File: src/rtl/operand_fetch_if.sv
// Handshake bundle of the operand stage: the fetch-side instruction offer and
// the execute-side operand bundle. The stage itself is the slave; the
// surrounding pipeline (fetch and execute) acts as master.
interface operand_fetch_if #(
  parameter int ADDR_WIDTH = 5,
  parameter int DATA_WIDTH = 32
);
  // fetch -> operand stage
  logic                  in_valid_i;
  logic                  in_ready_o;
  logic [31:0]           instr_i;
  logic [31:0]           pc_i;
  // operand stage -> execute
  logic                  out_valid_o;
  logic                  out_ready_i;
  logic [31:0]           out_pc_o;
  logic [31:0]           out_instr_o;
  logic [DATA_WIDTH-1:0] out_rs1_o;
  logic [DATA_WIDTH-1:0] out_rs2_o;
  logic [ADDR_WIDTH-1:0] out_rd_o;

  modport slave (
    input  in_valid_i, instr_i, pc_i, out_ready_i,
    output in_ready_o, out_valid_o, out_pc_o, out_instr_o,
           out_rs1_o, out_rs2_o, out_rd_o
  );

  modport master (
    output in_valid_i, instr_i, pc_i, out_ready_i,
    input  in_ready_o, out_valid_o, out_pc_o, out_instr_o,
           out_rs1_o, out_rs2_o, out_rd_o
  );
endinterface

File: src/rtl/operand_fetch.sv
// Decode-side operand stage: reads rs1/rs2 from the register file, applies
// EX/WB bypasses, detects load-use hazards and registers a resolved operand
// bundle for execute behind a valid/ready handshake.
module operand_fetch #(
  parameter int ADDR_WIDTH = 5,
  parameter int DATA_WIDTH = 32
) (
  input  logic                  clk,
  input  logic                  rst_n,
  operand_fetch_if.slave        bus,
  output logic [ADDR_WIDTH-1:0] raddr_a_o,
  output logic [ADDR_WIDTH-1:0] raddr_b_o,
  input  logic [DATA_WIDTH-1:0] rdata_a_i,
  input  logic [DATA_WIDTH-1:0] rdata_b_i,
  input  logic                  ex_we_i,
  input  logic                  ex_is_load_i,
  input  logic [ADDR_WIDTH-1:0] ex_waddr_i,
  input  logic [DATA_WIDTH-1:0] ex_wdata_i,
  input  logic                  wb_we_i,
  input  logic [ADDR_WIDTH-1:0] wb_waddr_i,
  input  logic [DATA_WIDTH-1:0] wb_wdata_i,
  input  logic                  flush_i
);

  localparam logic [6:0] OPC_OP     = 7'b0110011;
  localparam logic [6:0] OPC_STORE  = 7'b0100011;
  localparam logic [6:0] OPC_BRANCH = 7'b1100011;
  localparam logic [6:0] OPC_OP_IMM = 7'b0010011;
  localparam logic [6:0] OPC_LOAD   = 7'b0000011;
  localparam logic [6:0] OPC_JALR   = 7'b1100111;

  logic [ADDR_WIDTH-1:0] rs1_idx, rs2_idx;
  logic                  use_rs1, use_rs2;
  logic                  stall, accept, in_ready;
  logic [DATA_WIDTH-1:0] rs1_val, rs2_val;

  logic                  out_valid_q, out_valid_d;
  logic [31:0]           out_pc_q, out_pc_d;
  logic [31:0]           out_instr_q, out_instr_d;
  logic [DATA_WIDTH-1:0] out_rs1_q, out_rs1_d;
  logic [DATA_WIDTH-1:0] out_rs2_q, out_rs2_d;
  logic [ADDR_WIDTH-1:0] out_rd_q, out_rd_d;

  assign rs1_idx   = bus.instr_i[15 +: ADDR_WIDTH];
  assign rs2_idx   = bus.instr_i[20 +: ADDR_WIDTH];
  assign raddr_a_o = rs1_idx;
  assign raddr_b_o = rs2_idx;

  // Bypass priority: x0, then a non-load EX result, then the WB write (the
  // register file commits it on the same edge, so the read port is stale).
  function automatic logic [DATA_WIDTH-1:0] resolve(
    input logic                  used,
    input logic [ADDR_WIDTH-1:0] idx,
    input logic [DATA_WIDTH-1:0] rf_data,
    input logic                  ex_we,
    input logic                  ex_ld,
    input logic [ADDR_WIDTH-1:0] ex_addr,
    input logic [DATA_WIDTH-1:0] ex_data,
    input logic                  wb_we,
    input logic [ADDR_WIDTH-1:0] wb_addr,
    input logic [DATA_WIDTH-1:0] wb_data
  );
    if (!used || idx == '0)                         return '0;
    else if (ex_we && !ex_ld && ex_addr == idx)     return ex_data;
    else if (wb_we && wb_addr == idx)               return wb_data;
    else                                            return rf_data;
  endfunction

  // Decode which source operands the opcode actually reads.
  always_comb begin
    // NOTE: defaults first so every path assigns both outputs; otherwise the
    // unlisted opcodes would infer latches.
    use_rs1 = 1'b0;
    use_rs2 = 1'b0;
    case (bus.instr_i[6:0])
      OPC_OP, OPC_STORE, OPC_BRANCH: begin
        use_rs1 = 1'b1;
        use_rs2 = 1'b1;
      end
      OPC_OP_IMM, OPC_LOAD, OPC_JALR: use_rs1 = 1'b1;
      default: ;
    endcase
  end

  // Resolve both operands through the bypass network.
  always_comb begin
    rs1_val = resolve(use_rs1, rs1_idx, rdata_a_i, ex_we_i, ex_is_load_i,
                      ex_waddr_i, ex_wdata_i, wb_we_i, wb_waddr_i, wb_wdata_i);
    rs2_val = resolve(use_rs2, rs2_idx, rdata_b_i, ex_we_i, ex_is_load_i,
                      ex_waddr_i, ex_wdata_i, wb_we_i, wb_waddr_i, wb_wdata_i);
  end

  // A load in EX has no data yet: hold off any consumer of its destination.
  assign stall = ex_we_i && ex_is_load_i && (ex_waddr_i != '0) &&
                 ((use_rs1 && ex_waddr_i == rs1_idx) ||
                  (use_rs2 && ex_waddr_i == rs2_idx));

  assign in_ready       = !flush_i && !stall && (!out_valid_q || bus.out_ready_i);
  assign accept         = bus.in_valid_i && in_ready;
  assign bus.in_ready_o = in_ready;

  // Next-state: flush kills, accept loads, a consumed/empty slot drains,
  // otherwise the bundle holds untouched under backpressure.
  always_comb begin
    out_valid_d = out_valid_q;
    out_pc_d    = out_pc_q;
    out_instr_d = out_instr_q;
    out_rs1_d   = out_rs1_q;
    out_rs2_d   = out_rs2_q;
    out_rd_d    = out_rd_q;
    if (flush_i) begin
      out_valid_d = 1'b0;
    end else if (accept) begin
      out_valid_d = 1'b1;
      out_pc_d    = bus.pc_i;
      out_instr_d = bus.instr_i;
      out_rs1_d   = rs1_val;
      out_rs2_d   = rs2_val;
      out_rd_d    = bus.instr_i[7 +: ADDR_WIDTH];
    end else if (bus.out_ready_i || !out_valid_q) begin
      out_valid_d = 1'b0;
    end
  end

  // Output bundle register with asynchronous clear.
  always_ff @(posedge clk or negedge rst_n) begin
    if (!rst_n) begin
      out_valid_q <= 1'b0;
      out_pc_q    <= '0;
      out_instr_q <= '0;
      out_rs1_q   <= '0;
      out_rs2_q   <= '0;
      out_rd_q    <= '0;
    end else begin
      // NOTE: non-blocking so every register samples pre-edge values.
      out_valid_q <= out_valid_d;
      out_pc_q    <= out_pc_d;
      out_instr_q <= out_instr_d;
      out_rs1_q   <= out_rs1_d;
      out_rs2_q   <= out_rs2_d;
      out_rd_q    <= out_rd_d;
    end
  end

  assign bus.out_valid_o = out_valid_q;
  assign bus.out_pc_o    = out_pc_q;
  assign bus.out_instr_o = out_instr_q;
  assign bus.out_rs1_o   = out_rs1_q;
  assign bus.out_rs2_o   = out_rs2_q;
  assign bus.out_rd_o    = out_rd_q;

endmodule

File: src/flat_wrapper.sv
// flat-port wrapper written by rule: the top's interface ports become plain ports
module operand_fetch_flat 
#(
  parameter int ADDR_WIDTH = 5,
  parameter int DATA_WIDTH = 32
)
  (clk, rst_n, raddr_a_o, raddr_b_o, rdata_a_i, rdata_b_i, ex_we_i, ex_is_load_i, ex_waddr_i, ex_wdata_i, wb_we_i, wb_waddr_i, wb_wdata_i, flush_i, bus_in_valid_i, bus_instr_i, bus_pc_i, bus_out_ready_i, bus_in_ready_o, bus_out_valid_o, bus_out_pc_o, bus_out_instr_o, bus_out_rs1_o, bus_out_rs2_o, bus_out_rd_o);
  operand_fetch_if #(.ADDR_WIDTH(ADDR_WIDTH), .DATA_WIDTH(DATA_WIDTH)) bus_i ();
  input  logic clk;
  input  logic rst_n;
  output logic [ADDR_WIDTH-1:0] raddr_a_o;
  output logic [ADDR_WIDTH-1:0] raddr_b_o;
  input  logic [DATA_WIDTH-1:0] rdata_a_i;
  input  logic [DATA_WIDTH-1:0] rdata_b_i;
  input  logic ex_we_i;
  input  logic ex_is_load_i;
  input  logic [ADDR_WIDTH-1:0] ex_waddr_i;
  input  logic [DATA_WIDTH-1:0] ex_wdata_i;
  input  logic wb_we_i;
  input  logic [ADDR_WIDTH-1:0] wb_waddr_i;
  input  logic [DATA_WIDTH-1:0] wb_wdata_i;
  input  logic flush_i;
  input wire logic [$bits(bus_i.in_valid_i)-1:0] bus_in_valid_i;
  input wire logic [$bits(bus_i.instr_i)-1:0] bus_instr_i;
  input wire logic [$bits(bus_i.pc_i)-1:0] bus_pc_i;
  input wire logic [$bits(bus_i.out_ready_i)-1:0] bus_out_ready_i;
  output wire logic [$bits(bus_i.in_ready_o)-1:0] bus_in_ready_o;
  output wire logic [$bits(bus_i.out_valid_o)-1:0] bus_out_valid_o;
  output wire logic [$bits(bus_i.out_pc_o)-1:0] bus_out_pc_o;
  output wire logic [$bits(bus_i.out_instr_o)-1:0] bus_out_instr_o;
  output wire logic [$bits(bus_i.out_rs1_o)-1:0] bus_out_rs1_o;
  output wire logic [$bits(bus_i.out_rs2_o)-1:0] bus_out_rs2_o;
  output wire logic [$bits(bus_i.out_rd_o)-1:0] bus_out_rd_o;
  assign bus_i.in_valid_i = bus_in_valid_i;
  assign bus_i.instr_i = bus_instr_i;
  assign bus_i.pc_i = bus_pc_i;
  assign bus_i.out_ready_i = bus_out_ready_i;
  assign bus_in_ready_o = bus_i.in_ready_o;
  assign bus_out_valid_o = bus_i.out_valid_o;
  assign bus_out_pc_o = bus_i.out_pc_o;
  assign bus_out_instr_o = bus_i.out_instr_o;
  assign bus_out_rs1_o = bus_i.out_rs1_o;
  assign bus_out_rs2_o = bus_i.out_rs2_o;
  assign bus_out_rd_o = bus_i.out_rd_o;
  operand_fetch #(.ADDR_WIDTH(ADDR_WIDTH), .DATA_WIDTH(DATA_WIDTH)) u_core (.clk(clk), .rst_n(rst_n), .bus(bus_i), .raddr_a_o(raddr_a_o), .raddr_b_o(raddr_b_o), .rdata_a_i(rdata_a_i), .rdata_b_i(rdata_b_i), .ex_we_i(ex_we_i), .ex_is_load_i(ex_is_load_i), .ex_waddr_i(ex_waddr_i), .ex_wdata_i(ex_wdata_i), .wb_we_i(wb_we_i), .wb_waddr_i(wb_waddr_i), .wb_wdata_i(wb_wdata_i), .flush_i(flush_i));
endmodule
File: config.mk
export PLATFORM = sky130hd
export DESIGN_NAME = operand_fetch_flat
export DESIGN_NICKNAME = d
export VERILOG_FILES = /design/src/rtl/operand_fetch_if.sv /design/src/rtl/operand_fetch.sv /design/src/flat_wrapper.sv
export SDC_FILE = /design/constraint.sdc
export NUM_CORES = 1
export LEC_CHECK = 0
export CAP_MARGIN = 10
export CORE_MARGIN = 8
export CORE_UTILIZATION = 35
export CTS_CLUSTER_DIAMETER = 100
export DETAILED_ROUTE_END_ITERATION = 10
export GPL_TIMING_DRIVEN = 1
export PLACE_DENSITY = 0.71
export SLEW_MARGIN = 5
export SYNTH_ARGS = -nofsm -noshare
export SYNTH_HDL_FRONTEND = slang
export SYNTH_SLANG_ARGS = --single-unit
export TNS_END_PERCENT = 50
File: constraint.sdc
create_clock -name clk -period 2 [get_ports clk]
set_input_delay 0.4 -clock clk [delete_from_list [all_inputs] [get_ports clk]]
set_output_delay 0.4 -clock clk [all_outputs]
set_load 0.01 [all_outputs]
Yosys cells after proc, flatten, opt, wreduce, memory -nomap -nowiden
Index checks and enable logic that the tools add are counted. Widths: inputs -> output; s select.

Bits in registers: 134. Input port bits: 210. Output and inout bits: 145.

Reduce and logical (&&, ||, !) cells: 30. Eq/ne operators: 10. Bitwise logic cells: 1. Multiplexer cells: 11.

Operators by type and width (count): $mux 32 (6); $eq 5x5->1 (4); $eq 7x6->1 const B (2); $eq 7x7->1 const B (2); $logic_and 1x1->1 (13); $logic_not 5->1 (2); $eq 7x2->1 const B (1); $eq 7x5->1 const B (1); $logic_not 1->1 (6); $reduce_or 6->1 (1); $mux 1 (5); $reduce_bool 5->1 (1); $logic_or 1x1->1 (4); $reduce_bool 3->1 (1); $reduce_or 3->1 (1); $reduce_and 2->1 (1); $not 1->1 (1).

Depth between registers and ports, before layout
Gate-level depths: netlist (run 1).

Depth in word-level cells: 12. Depth in mapped cells: 7. Gate-level depth less buffers: 5.

Least setup slack after synthesis (run 1)
OpenSTA, ideal clock, no wires.

Kind: input -> register. Start point: input ex_waddr_i[1]. End point: register u_core.out_rs1_q[0] (netlist: u_core.bus.out_rs1_o[0]). Cell stages on the path: 7. Data required time: 1872 ps. Path slack: -306 ps. Arrival: 2179 ps. Setup time: 128 ps. Path through: or4_1 -> o2111ai_1 -> nor3_1 -> a211oi_2 -> buf_4 -> buf_6 -> mux2_1.

Word-level cells in the longest chain between the ends: 9.

Ends and longest elaborated chain: start: declaration (RTL line flat_wrapper.sv:17) `input logic [ADDR_WIDTH-1:0] ex_waddr_i;`; $eq 5x5->1 (on tied branches) (RTL line operand_fetch.sv:64, operand_fetch.sv:95, operand_fetch.sv:96); $logic_and 1x1->1 (on tied branches) (RTL line operand_fetch.sv:95, operand_fetch.sv:96); $logic_or 1x1->1 (RTL line operand_fetch.sv:95) `((use_rs1 && ex_waddr_i == rs1_idx) ||`; $logic_and 1x1->1 (RTL line operand_fetch.sv:94) `assign stall = ex_we_i && ex_is_load_i && (ex_waddr_i != '0) &&`; $logic_not 1->1 (RTL line operand_fetch.sv:98) `assign in_ready = !flush_i && !stall && (!out_valid_q || bus.out_ready_i);`; $logic_and 1x1->1 (2 in series) (RTL line operand_fetch.sv:98); $logic_and 1x1->1 (RTL line operand_fetch.sv:99) `assign accept = bus.in_valid_i && in_ready;`; $reduce_and 2->1 (no source line); end signal: assignment (RTL line operand_fetch.sv:139) `out_rs1_q <= out_rs1_d;`; end: declaration (RTL line operand_fetch.sv:40) `logic [DATA_WIDTH-1:0] out_rs1_q, out_rs1_d;`.

Parallel ways exist; a longest one is shown, timed or not. A chain may end at the register's enable or synchronous reset.

Final worst setup path (run 1)
Start point: input ex_waddr_i[1]. End point: register u_core.out_rs2_q[24] (netlist: u_core.bus.out_rs2_o[24]).

Word-level cells in the longest chain between the ends: 9.

Ends and longest elaborated chain: $eq 5x5->1 (on tied branches) (RTL line operand_fetch.sv:95, operand_fetch.sv:64, operand_fetch.sv:96); $logic_and 1x1->1 (on tied branches) (RTL line operand_fetch.sv:95, operand_fetch.sv:96); $logic_or 1x1->1 (RTL line operand_fetch.sv:95); $logic_and 1x1->1 (RTL line operand_fetch.sv:94); $logic_not 1->1 (RTL line operand_fetch.sv:98); $logic_and 1x1->1 (2 in series) (RTL line operand_fetch.sv:98); $logic_and 1x1->1 (RTL line operand_fetch.sv:99); $reduce_and 2->1 (no source line); end signal: assignment (RTL line operand_fetch.sv:140) `out_rs2_q <= out_rs2_d;`; end: declaration (RTL line operand_fetch.sv:41) `logic [DATA_WIDTH-1:0] out_rs2_q, out_rs2_d;`.

Parallel ways exist; a longest one is shown, timed or not.

==> impl_metrics.toml, run 1 <==
[sta]
max_freq_mhz = 463
slew_headroom_pct = 57.8
clock_skew_ps = 10.8
worst_pin_slew_ps = 631
slew_violations = 0
setup_viol = 129
finalHoldViolCount = 0
rsz0062_at_grt = "true"
fin_crit_ps = 2160
setup_tns_ps = -16230
setup_slack_ps = -161
period_share_pct = 108

[route]
first_pass_iters = 8
route.final.wire_length_um = 32300
ant_nets = 0
via_per_inst = 5.58
drtIter0Drc = 711
remaining_drc_errors = 0
wl_per_cell_um = 23.6
dr_total_vias = 7631

[synthesis]
synth_area_um2 = 7240
avgSynthCellArea_um2 = 10.7
ys_ff_latch = 129
synth_fp_nets = 889
ys.flop_type = "dfrtp_1"
yosysSeqAreaShare_pct = 44.6
netlist_instances = 679
ys.warnings.count = 0
synth.area.top_cells = "dfrtp_1 45%, mux2_1 16%, a311oi_1 7.7%, nor3_1 4.5%, or3_1 4.1%"
synth-edff-count = 0
synth_most_common_cell = "dfrtp_1"
ys_types = 32
synth_top_cell_by_area = "dfrtp_1"
ys_top_cells_by_count = "129 x dfrtp_1, 104 x mux2_1, 65 x nor3_1"
synth_top_area_share_pct = 44.6
synthArstFlopShare_pct = 100

[setup_path]
reg2reg_from = "u_core.bus.out_valid_o"
endpoint_kind = "register"
crit_fanout = 9
required_ps = 2290
r2r_end = "u_core.bus.out_rs2_o[24]"
critPathKind = "input pin to register"
start_kind = "input pin"
cp.arrival_ps = 2450
critPathLaunch = "ex_waddr_i[1]"
rrSetupSlack_ps = 10
r2r_cells = 6

[placement]
dp_hpwl_um = 23900
gp_congestion = 0.880
portBuffers = 354
dp_slack_ps = -1020

[min_path]
hold_depth = 2
min_from = "bus_instr_i[2]"
hold_end = "u_core.bus.out_instr_o[2]"
hold_class = "input pin to register"

[finish]
drive_gt1_share_pct = 21.2
area_delta_synth_final_pct = 78.2
final_nets = 1290
fin_util_pct = 63.6

[pwr]
power.density_nw_per_um2 = 657
p_leak_nw = 5.23
ir_worst_vdd_uv = 584

[clock_tree]
clock-sinks = 129
clk_path_buf_depth = 2
clk_latency_ps = 420
numCtsBuffers = 17
tritoncts = "yes"
clkTransAtPathRegs_ps = 70
cts_max_level = 4
root_buffer = "clkbuf_16"

[global_route]
track_usage_pct = 24.7
grt_max_degree = 50
grt_pass1_wl_um = 49000
grt_pass1_vias = 8147
overflow = 0
antenna_found_initial = 6

[die]
core-area_um2 = 20300
fp-row-count = 52
die_h_um = 160
start_util_pct = 35.7
die_w_um = 160
ios = 355
dieArea_um2 = 25500

[run_status]
outcome = "finished, violations left"
violations = "negative setup slack"

[flow_run]
max-cap-violations = 0
registers in the layout (all words and copies together) (netlist names):
name / cells
u_core.bus.out_rs2_o: 32
u_core.bus.out_rd_o: 4
u_core.bus.out_instr_o: 28
u_core.bus.out_pc_o: 32
u_core.bus.out_valid_o: 1
u_core.bus.out_rs1_o: 32
timing repair:
item / CTS / global route
hold buffers: 1 / 0
pin swaps: 20 / 8
buffers inserted: 5 / 1
setup endpoints to repair: 138 / 129
gates cloned: 2 / 3
hold endpoints to repair: 46 / 0
gates resized for setup: 86 / 28
metal layers:
layer / share of wire [%] / vias to the layer above / GRT usage (%) / routed length [um]
met1: 38 / 3687 / 29.2 / 12300
li1: - / 3372 / - / -
met4: 4.8 / 4 / 11.5 / 1540
met3: 9.0 / 104 / 7.56 / 2930
met2: 48 / 464 / 40.4 / 15500
met5: 0.083 / - / 0 / 27
how the worst max path moves through the flow:
stage,cells past startpoint,endpoint,slack (ps)
after global placement,6,bus_in_ready_o,-980
final,8,u_core.bus.out_rs2_o[24],-160
after global routing,6,bus_in_ready_o,-190
after detailed placement,6,bus_in_ready_o,-1020
after CTS,6,bus_in_ready_o,-150
after floorplan,7,u_core.bus.out_rs1_o[11],-260
cell type report:
| cell class | count | area, um2 |
|---|---|---|
| fillers | 1613 | 7390 |
| repair buffers | 466 | 4820 |
| multi-input cells | 463 | 3910 |
| flip-flops and latches | 129 | 3230 |
| clock buffers | 17 | 425 |
| well taps | 270 | 338 |
| clock inverters | 15 | 166 |
| diodes | 5 | 12.5 |
| inverters | 3 | 11.3 |
power breakdown:
| part | internal (W) | switching [W] |
|---|---|---|
| registers | 0.00286 | 0.000132 |
| logic | 0.00136 | 0.000967 |
| clock network | 0.00178 | 0.00138 |
| total | 0.00600 | 0.00248 |
layout by cell type, fill, tap and decap left out, drive strengths merged, types with 3 or more instances in the layout:
cell	instances
mux2	128
nand4	19
clkbuf	19
or3	48
or4	3
xnor2	20
inv	13
clkdlybuf4s50	326
nor3	65
o21ai	65
nand2	28
buf	114
a311oi	64
dlymetal6s2s	5
nand3	5
dfrtp	129
dlygate4sd2	16
diode	5
metrics by stage:
step | std cells | area [um2] | total power [W] | hold WS [ps]
CTS | 1359 | 12700 | 0.00850 | 336
global route | 1368 | 12900 | 0.00885 | 344
detailed placement | 1319 | 11800 | 0.00522 | 370
floorplan | 679 | 7250 | 0.00374 | 104
finish | 1368 | 12900 | 0.00848 | 348
global placement | 1319 | 11800 | 0.00518 | 374
critical path, stage by stage:
cell and delay [ps]:
buf_8 90, or4_4 540, o2111ai_4 280, nor3_4 80
a211oi_4 290, buf_6 250, buf_12 160, mux2_1 340
kinds of logic after synthesis:
group                  count (synthesis)  synth area share (%)
AO/OA/AOI/OAI                        137                  13.1
XOR/XNOR                              22                  2.66
buffers and inverters                 87                  6.55
flip-flops                           129                  44.6
multiplexers                         128                  19.9
AND/OR/NAND/NOR                      176                  13.2
(Power assumes the default switching activity.)
==> run 2: changes to the inputs <==
SETUP_SLACK_MARGIN = 0.15   (was default)
==> run 2 against run 1 <==
Effect of this change: the run still ends with negative setup slack left; clock power about the same; global-route usage barely moved; clock-buffer cell count did not move.
==> impl_metrics.toml, run 2 (same netlist as run 1, synthesis figures left out) <==
[min_path]
min_from = "bus_instr_i[2]"
hold_class = "input pin to register"

[pwr]
p_leak_nw = 5.25
ir_worst_vdd_uv = 589
power.density_nw_per_um2 = 656
power_w = 0.00847

[clock_tree]
cts_max_level = 4
tritoncts = "yes"
clk_latency_ps = 420
clock-sinks = 129
clkTransAtPathRegs_ps = 70
clk_path_buf_depth = 2
numCtsBuffers = 17
root_buffer = "clkbuf_16"

[sta]
setup_viol = 129
clock_skew_ps = 10.9
fin_crit_ps = 2160
slew_headroom_pct = 59.3
worst_pin_slew_ps = 609
slew_violations = 0
rsz0062_at_grt = "true"
setup_slack_ps = -164
finalHoldViolCount = 0
period_share_pct = 108
max_freq_mhz = 462

[die]
ios = 355
dieArea_um2 = 25500
fp-row-count = 52
die_w_um = 160
core-area_um2 = 20300
start_util_pct = 35.7
die_h_um = 160

[finish]
final_cell_mix = "323 x clkdlybuf4s50_1, 129 x dfrtp_1, 86 x mux2_1, 73 x buf_4, 63 x nor3_1"
n_fill_cell = 1619
drive_gt1_share_pct = 21.0
final_common_cell = "clkdlybuf4s50_1"
final_nets = 1290
area_delta_synth_final_pct = 78.1
postLayoutCellArea_um2 = 12900

[placement]
portBuffers = 354
place_area_um2 = 11800
gp_congestion = 0.880
dp_hpwl_um = 23900
dp_slack_ps = -1020

[global_route]
grt_pass1_vias = 8158
track_usage_pct = 24.7
grt_pass1_wl_um = 49000
overflow = 0
grt_max_degree = 50
antenna_found_initial = 5

[setup_path]
rrSetupSlack_ps = 10
r2r_cells = 6
start_kind = "input pin"
endpoint_kind = "register"
critPathKind = "input pin to register"
critPathCapture = "u_core.bus.out_instr_o[24]"
critPathLaunch = "ex_waddr_i[1]"
r2r_end = "u_core.bus.out_instr_o[24]"
reg2reg_from = "u_core.bus.out_valid_o"
crit_fanout = 8
required_ps = 2300
cp.arrival_ps = 2470

[route]
drtIter0Drc = 760
route.final.wire_length_um = 32100
dr_total_vias = 7624
ant_nets = 0
first_pass_iters = 6
remaining_drc_errors = 0
via_per_inst = 5.58
wl_per_cell_um = 23.5

[run_status]
violations = "negative setup slack"
outcome = "finished, violations left"

[flow_run]
max-cap-violations = 0
[run 2: critical path: stages]
cell	delay (ps)
buf_8	90
or4_4	540
o2111ai_4	290
nor3_4	80
a211oi_4	290
buf_6	250
clkbuf_16	190
mux2_1	330
[run 2: report_power, final]
group	internal, W	switching (W)	total, W
Clock	0.00178	0.00138	0.00316
Sequential	0.00286	0.000131	0.00299
Combinational	0.00135	0.000962	0.00231
Total	0.00599	0.00247	0.00847
[run 2: worst min-delay path by stage]
stage / to / depth (start not counted)
2_1_floorplan: u_core.bus.out_instr_o[0] / 0
3_3_place_gp: u_core.bus.out_rs2_o[20] / 1
3_5_place_dp: u_core.bus.out_rs2_o[20] / 1
4_1_cts: u_core.bus.out_instr_o[3] / 2
5_1_grt: u_core.bus.out_instr_o[1] / 2
6_report: u_core.bus.out_instr_o[2] / 2
[run 2: repair_timing]
action | 4_1_cts | 5_1_grt
pin swaps | 20 | 8
hold endpoints to repair | 46 | 0
gates resized for setup | 86 | 29
buffers inserted | 6 | 0
hold buffers | 1 | 0
cloned | 2 | 3
setup endpoints to repair | 140 | 130
[run 2: layer usage]
layer / wire length (um) / GRT usage [%]
met1: 12300 / 29.2
met2: 15400 / 40.6
met3: 2920 / 7.56
met4: 1500 / 11.3
met5: 27 / 0
[run 2: per-stage QoR]
step,util (%),hold slack [ps],cells,setup TNS (ps)
final,63.5,343,1366,-15940
after global routing,63.5,344,1366,-20400
after CTS,62.5,336,1360,-13010
after detailed placement,58.0,370,1319,-120690
after global placement,58.0,374,1319,-114920
after floorplan,-,104,679,-28700
[run 2: cell type report]
class | instances | area [um2] | share of cell area, %
tap | 270 | 338 | 2.62
antenna | 3 | 7.51 | 0.0582
clock buffer | 17 | 425 | 3.30
inverter | 3 | 11.3 | 0.0873
multi-input combinational | 463 | 3890 | 30.2
clock inverter | 15 | 166 | 1.29
sequential | 129 | 3230 | 25.0
timing repair buffer | 466 | 4820 | 37.4
==> run 3: changes to the inputs <==
SLEW_MARGIN = 15   (was 5)
clock period = 2.5 ns   (was 2 ns; I/O delays follow)
==> run 3 against run 2 <==
Effect of this change: the flow now finishes without violations; global-route usage decreased by 0.85 points; power decreased by 19%; routed wire length increased by 1.0%; core utilization decreased by 0.17 points; combinational power decreased by 21%; critical path depth increased by 1; first-iteration DRC count decreased by 33%; register-to-register slack improved by 370 ps; critical endpoint is now u_core.bus.out_rs2_o[0]; largest power group unchanged.
==> impl_metrics.toml, run 3 (same netlist as run 1, synthesis figures left out) <==
[run_status]
outcome = "finished, final reports clean"

[global_route]
grt_pass1_wl_um = 47600
overflow = 0
track_usage_pct = 23.8
antenna_found_initial = 1
grt_max_degree = 50
grt_pass1_vias = 7977

[finish]
n_fill_cell = 1693
final_nets = 1303
area_delta_synth_final_pct = 77.6
drive_gt1_share_pct = 19.9
final_cell_mix = "332 x clkdlybuf4s50_1, 129 x dfrtp_1, 100 x mux2_1, 93 x buf_4, 64 x nor3_1"
final_common_cell = "clkdlybuf4s50_1"
fin_cells = 1377

[setup_path]
start_kind = "input pin"
critPathKind = "input pin to register"
required_ps = 2790
cp.arrival_ps = 2630
endpoint_kind = "register"
crit_fanout = 14

[placement]
dp_slack_ps = -626
portBuffers = 354
dp.cells = 1336
gp_congestion = 0.919
dp_hpwl_um = 24200

[sta]
slew_headroom_pct = 65.9
clock_skew_ps = 11.7
worst_pin_slew_ps = 512
fin_crit_ps = 2340
setup_tns_ps = 0
slew_violations = 0
worst_hold_slack_ps = 20.3
max_freq_mhz = 427
setup_slack_ps = 157
period_share_pct = 93.7
finalHoldViolCount = 0
rsz0062_at_grt = "true"
setup_viol = 0

[route]
via_per_inst = 5.47
ant_nets = 0
m1WireLength_um = 12800
dr_wl_met3_um = 2670
route.final.wire_length_um = 32500
drtIter0Drc = 512
first_pass_iters = 5
remaining_drc_errors = 0
met2_length_um = 16000
dr_total_vias = 7528
highest_layer = "met4"
wl_per_cell_um = 23.6

[clock_tree]
tritoncts = "yes"
cts_hold_buffers = 0
clk_path_buf_depth = 2
numCtsBuffers = 17
clock-sinks = 129
clk_latency_ps = 420
root_buffer = "clkbuf_16"
clkTransAtPathRegs_ps = 60
cts_max_level = 4

[min_path]
hold_class = "input pin to async pin"

[pwr]
power_w = 0.00686
p_leak_nw = 5.22
power.density_nw_per_um2 = 534
ir_worst_vdd_uv = 420

[die]
core-area_um2 = 20300
dieArea_um2 = 25500
die_w_um = 160
die_h_um = 160
fp-row-count = 52
start_util_pct = 35.7
ios = 355

[flow_run]
max-cap-violations = 0
-- run 3: final cells by class --
type                            instances  area (um2)  share of cell area [%]
Sequential cell                       129        3230                    25.1
Timing Repair Buffer                  479        4900                    38.1
Clock buffer                           19         433                    3.37
Tap cell                              270         338                    2.63
Multi-Input combinational cell        463        3770                    29.4
Antenna cell                            1        2.50                  0.0195
Clock inverter                         13         176                    1.37
Inverter                                3        11.3                  0.0876
-- run 3: path summary, 6_finish.rpt --
path | slack [ps] | cells after the start | from | to
max | 160 | 9 | ex_waddr_i[2] | u_core.bus.out_rs2_o[0]
min | 20 | 1 | rst_n | u_core.bus.out_rs1_o[21]
max reg2reg | 380 | 7 | u_core.bus.out_valid_o | u_core.bus.out_rs2_o[0]
min reg2reg | 480 | 1 | u_core.bus.out_pc_o[5] | u_core.bus.out_pc_o[5]
max in group asynchronous | 1810 | 2 | rst_n | u_core.bus.out_instr_o[4]
min in group clk | 350 | 2 | bus_instr_i[3] | u_core.bus.out_instr_o[3]
-- run 3: repair_timing --
item / CTS / global route
buffers inserted: 0 / 2
pin swaps: 9 / 8
cloned: 0 / 6
hold endpoints to repair: 0 / 0
setup endpoints to repair: 129 / 106
gates resized for setup: 37 / 37
-- run 3: where the power goes --
group	switching, W	internal (W)	total (W)
combinational	0.000771	0.00106	0.00183
clock	0.00105	0.00159	0.00264
sequential	0.000103	0.00229	0.00239
total	0.00192	0.00494	0.00686
-- run 3: through the flow --
| step | cell area (um2) | util [%] |
|---|---|---|
| after floorplan | 7250 | - |
| after detailed placement | 11900 | 58.6 |
| after CTS | 12500 | 61.7 |
| after global placement | 11900 | 58.6 |
| final | 12900 | 63.4 |
| after global routing | 12900 | 63.4 |
-- run 3: layer usage --
metal	up-vias	global-route usage, %
li1	3392	-
met1	3691	28.2
met2	387	40.9
met3	58	6.71
met4	0	8.03
met5	-	0
-- run 3: critical path, stage by stage --
cell and delay, ps:
buf_2 110, or4_4 520, o2111ai_4 270, o31ai_4 90, buf_4 170, a211oi_4 200
buf_6 220, clkbuf_16 210, mux2_1 320
